### src/rtl/fuzz_vector_sequencer_if.sv
// Bundle of the sequencer's run handshake, vector ROM port, DUT stimulus/response
// buses and the signature outputs.
//   master : the sequencer (drives busy/done/vec_rd/vec_addr/dut_in/sig/vec_cnt)
//   slave  : the environment (drives start, ROM data vec_data, DUT output dut_y)
interface fuzz_vector_sequencer_if #(
    parameter int VEC_W  = 256,
    parameter int Y_W    = 635,
    parameter int ADDR_W = 5
);
    logic              start;
    logic              busy;
    logic              done;
    logic              vec_rd;
    logic [ADDR_W-1:0] vec_addr;
    logic [VEC_W-1:0]  vec_data;
    logic [VEC_W-1:0]  dut_in;
    logic [Y_W-1:0]    dut_y;
    logic [31:0]       sig;
    logic [ADDR_W:0]   vec_cnt;

    modport master (
        input  start, vec_data, dut_y,
        output busy, done, vec_rd, vec_addr, dut_in, sig, vec_cnt
    );

    modport slave (
        output start, vec_data, dut_y,
        input  busy, done, vec_rd, vec_addr, dut_in, sig, vec_cnt
    );
endinterface

### src/rtl/fuzz_vector_sequencer.sv
// Steps through NUM_VEC stimulus vectors held in an external ROM: reads a vector,
// registers it onto dut_in, lets the DUT settle for SETTLE cycles, then folds the
// DUT output y into a 32-bit MISR signature. One run costs NUM_VEC*(3+SETTLE) cycles.
// Ports:
//   clk    rising-edge clock
//   rst_n  asynchronous active-low reset (clears state, bus outputs and signature)
//   bus    master side of fuzz_vector_sequencer_if:
//            start (in) run request, accepted only when idle or done
//            busy/done (out) run status, both registered
//            vec_rd/vec_addr (out), vec_data (in) ROM port, data 1 cycle after vec_rd
//            dut_in (out) registered stimulus, dut_y (in) DUT response
//            sig (out) running MISR, vec_cnt (out) vectors captured this run
module fuzz_vector_sequencer #(
    parameter int VEC_W   = 256,
    parameter int Y_W     = 635,
    parameter int NUM_VEC = 21,
    parameter int ADDR_W  = 5,
    parameter int SETTLE  = 1
) (
    input  logic clk,
    input  logic rst_n,
    fuzz_vector_sequencer_if.master bus
);

    localparam int              NWORDS    = (Y_W + 31) / 32;
    localparam logic [31:0]     POLY      = 32'h0040_0007;   // x^32+x^22+x^2+x+1
    localparam logic [ADDR_W:0] NUM_VEC_C = (ADDR_W + 1)'(NUM_VEC);
    localparam logic [7:0]      SETTLE_C  = 8'(SETTLE);

    typedef enum logic [2:0] {
        S_IDLE,
        S_FETCH,
        S_LOAD,
        S_WAIT,
        S_CAPT,
        S_DONE
    } state_t;

    state_t            state_q,  state_d;
    logic              busy_q,   busy_d;
    logic              done_q,   done_d;
    logic              vec_rd_q, vec_rd_d;
    logic [ADDR_W-1:0] addr_q,   addr_d;
    logic [VEC_W-1:0]  dut_in_q, dut_in_d;
    logic [31:0]       sig_q,    sig_d;
    logic [ADDR_W:0]   cnt_q,    cnt_d;
    logic [7:0]        wait_q,   wait_d;
    logic [ADDR_W:0]   cnt_inc;

    // y is zero-extended to a whole number of 32-bit words, XOR-folded to one word,
    // and injected into a Galois-style shift of the current signature.
    function automatic logic [31:0] misr_next(input logic [31:0] s, input logic [Y_W-1:0] y);
        logic [NWORDS*32-1:0] yp;
        logic [31:0]          fold;
        yp            = '0;
        yp[Y_W-1:0]   = y;
        fold          = '0;
        for (int w = 0; w < NWORDS; w++) begin
            fold = fold ^ yp[32*w +: 32];
        end
        return {s[30:0], 1'b0} ^ (s[31] ? POLY : 32'h0) ^ fold;
    endfunction

    assign cnt_inc = cnt_q + 1'b1;

    always_comb begin
        state_d  = state_q;
        addr_d   = addr_q;
        dut_in_d = dut_in_q;
        sig_d    = sig_q;
        cnt_d    = cnt_q;
        wait_d   = wait_q;
        unique case (state_q)
            S_IDLE, S_DONE: begin
                // A new run reseeds everything; a start while busy never reaches here.
                if (bus.start) begin
                    state_d  = S_FETCH;
                    sig_d    = 32'hFFFF_FFFF;
                    cnt_d    = '0;
                    addr_d   = '0;
                    dut_in_d = '0;
                end
            end
            S_FETCH: state_d = S_LOAD;
            S_LOAD: begin
                dut_in_d = bus.vec_data;
                wait_d   = SETTLE_C;
                state_d  = S_WAIT;
            end
            S_WAIT: begin
                if (wait_q == 8'd1) begin
                    state_d = S_CAPT;
                end else begin
                    wait_d = wait_q - 8'd1;
                end
            end
            S_CAPT: begin
                sig_d = misr_next(sig_q, bus.dut_y);
                cnt_d = cnt_inc;
                // Address stays on the last vector so it never exceeds NUM_VEC-1.
                if (cnt_inc == NUM_VEC_C) begin
                    state_d = S_DONE;
                end else begin
                    addr_d  = addr_q + 1'b1;
                    state_d = S_FETCH;
                end
            end
            default: state_d = S_IDLE;
        endcase
        // Status outputs are registered from the next state so they line up with it.
        busy_d   = (state_d != S_IDLE) && (state_d != S_DONE);
        done_d   = (state_d == S_DONE);
        vec_rd_d = (state_d == S_FETCH);
    end

    always_ff @(posedge clk or negedge rst_n) begin
        if (!rst_n) begin
            state_q  <= S_IDLE;
            busy_q   <= 1'b0;
            done_q   <= 1'b0;
            vec_rd_q <= 1'b0;
            addr_q   <= '0;
            dut_in_q <= '0;
            sig_q    <= 32'hFFFF_FFFF;
            cnt_q    <= '0;
            wait_q   <= '0;
        end else begin
            state_q  <= state_d;
            busy_q   <= busy_d;
            done_q   <= done_d;
            vec_rd_q <= vec_rd_d;
            addr_q   <= addr_d;
            dut_in_q <= dut_in_d;
            sig_q    <= sig_d;
            cnt_q    <= cnt_d;
            wait_q   <= wait_d;
        end
    end

    assign bus.busy     = busy_q;
    assign bus.done     = done_q;
    assign bus.vec_rd   = vec_rd_q;
    assign bus.vec_addr = addr_q;
    assign bus.dut_in   = dut_in_q;
    assign bus.sig      = sig_q;
    assign bus.vec_cnt  = cnt_q;

endmodule

### src/flat_wrapper.sv
// flat-port wrapper written by rule: the top's interface ports become plain ports
module fuzz_vector_sequencer_flat 
#(
    parameter int VEC_W   = 256,
    parameter int Y_W     = 635,
    parameter int NUM_VEC = 21,
    parameter int ADDR_W  = 5,
    parameter int SETTLE  = 1
)
  (clk, rst_n, bus_start, bus_vec_data, bus_dut_y, bus_busy, bus_done, bus_vec_rd, bus_vec_addr, bus_dut_in, bus_sig, bus_vec_cnt);
  fuzz_vector_sequencer_if #(.VEC_W(VEC_W), .Y_W(Y_W), .ADDR_W(ADDR_W)) bus_i ();
  input  logic clk;
  input  logic rst_n;
  input wire logic [$bits(bus_i.start)-1:0] bus_start;
  input wire logic [$bits(bus_i.vec_data)-1:0] bus_vec_data;
  input wire logic [$bits(bus_i.dut_y)-1:0] bus_dut_y;
  output wire logic [$bits(bus_i.busy)-1:0] bus_busy;
  output wire logic [$bits(bus_i.done)-1:0] bus_done;
  output wire logic [$bits(bus_i.vec_rd)-1:0] bus_vec_rd;
  output wire logic [$bits(bus_i.vec_addr)-1:0] bus_vec_addr;
  output wire logic [$bits(bus_i.dut_in)-1:0] bus_dut_in;
  output wire logic [$bits(bus_i.sig)-1:0] bus_sig;
  output wire logic [$bits(bus_i.vec_cnt)-1:0] bus_vec_cnt;
  assign bus_i.start = bus_start;
  assign bus_i.vec_data = bus_vec_data;
  assign bus_i.dut_y = bus_dut_y;
  assign bus_busy = bus_i.busy;
  assign bus_done = bus_i.done;
  assign bus_vec_rd = bus_i.vec_rd;
  assign bus_vec_addr = bus_i.vec_addr;
  assign bus_dut_in = bus_i.dut_in;
  assign bus_sig = bus_i.sig;
  assign bus_vec_cnt = bus_i.vec_cnt;
  fuzz_vector_sequencer #(.VEC_W(VEC_W), .Y_W(Y_W), .NUM_VEC(NUM_VEC), .ADDR_W(ADDR_W), .SETTLE(SETTLE)) u_core (.clk(clk), .rst_n(rst_n), .bus(bus_i));
endmodule
### config.mk
export PLATFORM = sky130hd
export DESIGN_NAME = fuzz_vector_sequencer_flat
export DESIGN_NICKNAME = d
export VERILOG_FILES = /design/src/rtl/fuzz_vector_sequencer_if.sv /design/src/rtl/fuzz_vector_sequencer.sv /design/src/flat_wrapper.sv
export SDC_FILE = /design/constraint.sdc
export NUM_CORES = 1
export LEC_CHECK = 0
export CORE_AREA = 2 2 460 462
export CTS_CLUSTER_DIAMETER = 80
export DETAILED_ROUTE_END_ITERATION = 8
export DIE_AREA = 0 0 462 464
export GPL_TIMING_DRIVEN = 0
export PLACE_DENSITY_LB_ADDON = 0.1
export SYNTH_ARGS = -nofsm -noshare
export SYNTH_HDL_FRONTEND = slang
export SYNTH_SLANG_ARGS = --single-unit
### constraint.sdc
create_clock -name clk -period 2.6 [get_ports clk]
set_clock_uncertainty 0.2 [all_clocks]
set_input_delay 0.26 -clock clk [delete_from_list [all_inputs] [get_ports clk]]
set_output_delay 0.26 -clock clk [all_outputs]
set_load 0.01 [all_outputs]
==> metrics <==
run status=finished, final reports clean; Seq/Total Area, Yosys=43.66%; final setup violating endpoints=0; placed cell areas=33640 um^2; H-tree depth=2; Pleak=0.01488 uW; Initial DRC Count=745; global-route wire length before repair=186.3 mm; die span in y=464 um; TritonCTS Buffers=54; critical path buffer and inverter count=1; Routed wire per std cell=22.05 um; Seq cells post-synth=313; Register Area=7873 um^2; Sw Share=39.76%; P_int=19930 uW; Clock Path Buffers=3; initial antenna violation count=57; TritonCTS clock tree=yes; worst hold-check path type=in2reg; Worst EP arrival=2.05 ns; Slew HR=39.11%; Final Wtd Congestion=0.7852; crit end category=output port; drt pass-1 iters=5; slowest CP cell=clkdlybuf4s50_1; Post-Syn Nets=2892; CP max stage delay=0.73 ns; Fillers=23.53k; Startpoint Class=flop; Layout Nets=4401; vias in the first global route=21.18k; Netlist cell types=42; largest net degree at the start of global routing=89; commonest non-fill, non-tap cell in the layout=clkdlybuf4s50_1; DRT antenna net count=0; Worst-path clk slew=0.05 ns; Final Max Tran Viols=0; Reg power frac=26.2%; final hold slack=0.08637 ns; most frequent cells in the layout=clkdlybuf4s50_1 (1188), xnor2_1 (556), nand2_1 (526); Final Routed Wirelength=140.2 mm; DRC=0; placed insts=5998; hold path depth=3; clk_lat worst skew=0.64 ns; minimum clock period=2.510 ns; Finished Cell Area=38140 um^2; Hold Crit Start=bus_vec_data[9]; Die X=462 um; grt total ovfl=0; maximum fanout along the worst path=3; core area=209200 um^2; R2R Path End=u_core.bus.vec_addr[3]$_DFFE_PN0P_; fmax=398.5 MHz; die footprint=214400 um^2; combinational fraction of design power=51.2%; start point of the critical path=u_core.bus.sig[24]$_DFFE_PN1P_; clock share of power=22.6%; DR vias/cell=3.041; Syn-to-layout area delta=111.5%; post-DP HPWL=120.2 mm; root buffer cell=clkbuf_16; Total GRT Usage=12.70%; Slew @ Worst Pin=0.9068 ns; footprint of the multi-input gates=9771 um^2; Max-cap violations=0; share of cells above drive strength 1=6.178%; delay-heaviest family, CP=buffers and inverters; R2R Setup Slk=0.16 ns; IO buf count=1195; Worst R2R Path Depth=7; critical-path cell list=clkdlybuf4s50_1; Post-Syn Area=18030 um^2; Ports=1196; Starting Density=8.622%; CP required=2.14 ns; Max VDD drop=0.4874 mV; vias=19.35k; Syn Inst Count=1993; setup repair after global routing missed its margin=no; row count=168; WHS Endpoint=u_core.bus.dut_in[9]$_DFFE_PN0P_; final non-filler cell total=6361; Tcrit/Tclk final=96.52%; TritonCTS Sinks=313; Syn Area/Cell=9.048 um^2; Hold Vio Cnt, Final=0; R2R Path Start=u_core.wait_q[0]$_DFFE_PN0P_; switching power=13150 uW; Power, Total=33090 uW; CP Class=reg2out; Syn. warnings=0; power per cell area=867.5 nW/um^2
[final cells by class]
cell class                 count  area share, %
antenna                       11        0.07218
sequential                   313          20.64
clock buffer                  76          4.002
inverter                       7        0.06890
timing repair buffer        1453          38.36
buffer                        97          1.329
tap                         2805          9.202
clock inverter                23         0.7021
multi-input combinational   1576          25.62
[cells in the mapped netlist]
master    number  area, um^2
nand2_1      529        1986
or2b_1         1       7.510
xnor2_1      556        4870
nand3_2        2       20.02
or4_1          1       7.510
o21bai_1       1       7.510
buf_1         13       48.80
inv_2          1       3.750
nor2b_4        1       13.76
clkbuf_1      76       285.3
nand2b_2       1       8.760
a21oi_1       40       200.2
xor2_1        91       797.0
nor2b_1        1       6.260
buf_6          3       33.78
inv_1          6       22.52
buf_2          5       25.02
dfrtp_1      281        7032
nor4b_2        1       15.01
dfstp_2       32       840.8
o22ai_1        1       6.260
o22a_1         1       8.760
o211a_1        1       10.01
o31ai_1        2       15.01
and3_1         1       6.260
a311o_1        1       10.01
nand3b_1       1       7.510
or2_1          1       6.260
nor2_1        40       150.1
a31oi_1        3       18.77
o21ai_0       13       65.06
nand3_1      263        1316
or3_1          4       25.02
a32o_1         1       10.01
nor3_1         1       5.000
nor2_2         1       6.260
nand2b_1       4       25.02
o211ai_1       1       7.510
nor3b_1        2       15.01
and2_1         2       12.51
nor4_1         2       12.51
ha_1           5       62.56
[worst max-delay path by stage]
stage / to / cells after the start
after CTS: bus_sig[23] / 1
after floorplan: u_core.bus.vec_addr[3]$_DFFE_PN0P_ / 7
after global placement: u_core.bus.dut_in[30]$_DFFE_PN0P_ / 1
final: bus_sig[24] / 1
after detailed placement: u_core.bus.dut_in[99]$_DFFE_PN0P_ / 7
after global routing: u_core.bus.dut_in[112]$_DFFE_PN0P_ / 8
[tightest hold or removal path: cells and delay by family]
kind | cells | cell delay, ns
buf+inv | 1 | 0.48
simple gates | 2 | 0.13
[timing repair]
item                                    in CTS  in global routing
hold buffers                               253                  0
endpoints found under the hold margin      429                  0
setup buffers                                0                  0
cloned                                       0                  0
endpoints found under the setup margin     278                180
gates resized for setup                     68                 51
[per-layer routing]
metal	vias up	global-route usage (%)	part of all wire, %
met2	700	22.37	49
met5	-	0	0.21
met1	9059	14.84	40
met4	50	2.392	1.7
li1	9385	-	-
met3	152	4.320	8.4
[power by group through the flow]
| stage | Clock (uW) | Sequential, uW | Combinational [uW] |
|---|---|---|---|
| after floorplan | 0 | 9350 | 6300 |
| after detailed placement | 0 | 8750 | 17100 |
| final | 7490 | 8660 | 16900 |
| after CTS | 7920 | 8720 | 17600 |
| after global placement | 0 | 8760 | 17200 |
| after global routing | 8060 | 9000 | 18600 |
[registers in the layout (all words and copies together) (netlist names)]
signal and cells:
u_core.bus.busy 1, u_core.bus.done 1, u_core.bus.dut_in 256, u_core.bus.sig 32, u_core.bus.vec_addr 5, u_core.bus.vec_cnt 6
u_core.bus.vec_rd 1, u_core.state_q 3, u_core.wait_q 8
[per-stage QoR]
stage               setup WS [ns]  setup TNS, ns  util, %
floorplan                  0.4236              0        -
global placement           -17.04       -5435.42    16.02
detailed placement         -1.100        -213.52    16.08
CTS                      0.001627              0    18.20
global route           0.00002687              0    18.23
finish                    0.09035              0    18.23
[cell families after synthesis]
group                    count (synthesis)  synth area share [%]
XOR/XNOR                               647                 31.43
flip-flops                             313                 43.66
buffers and inverters                  104                 2.324
adder cells (fa/ha/maj)                  5                0.3469
AO/OA/AOI/OAI                           65                 1.991
AND/OR/NAND/NOR                        859                 20.25
No activity file was read; power rests on OpenSTA's default activity.
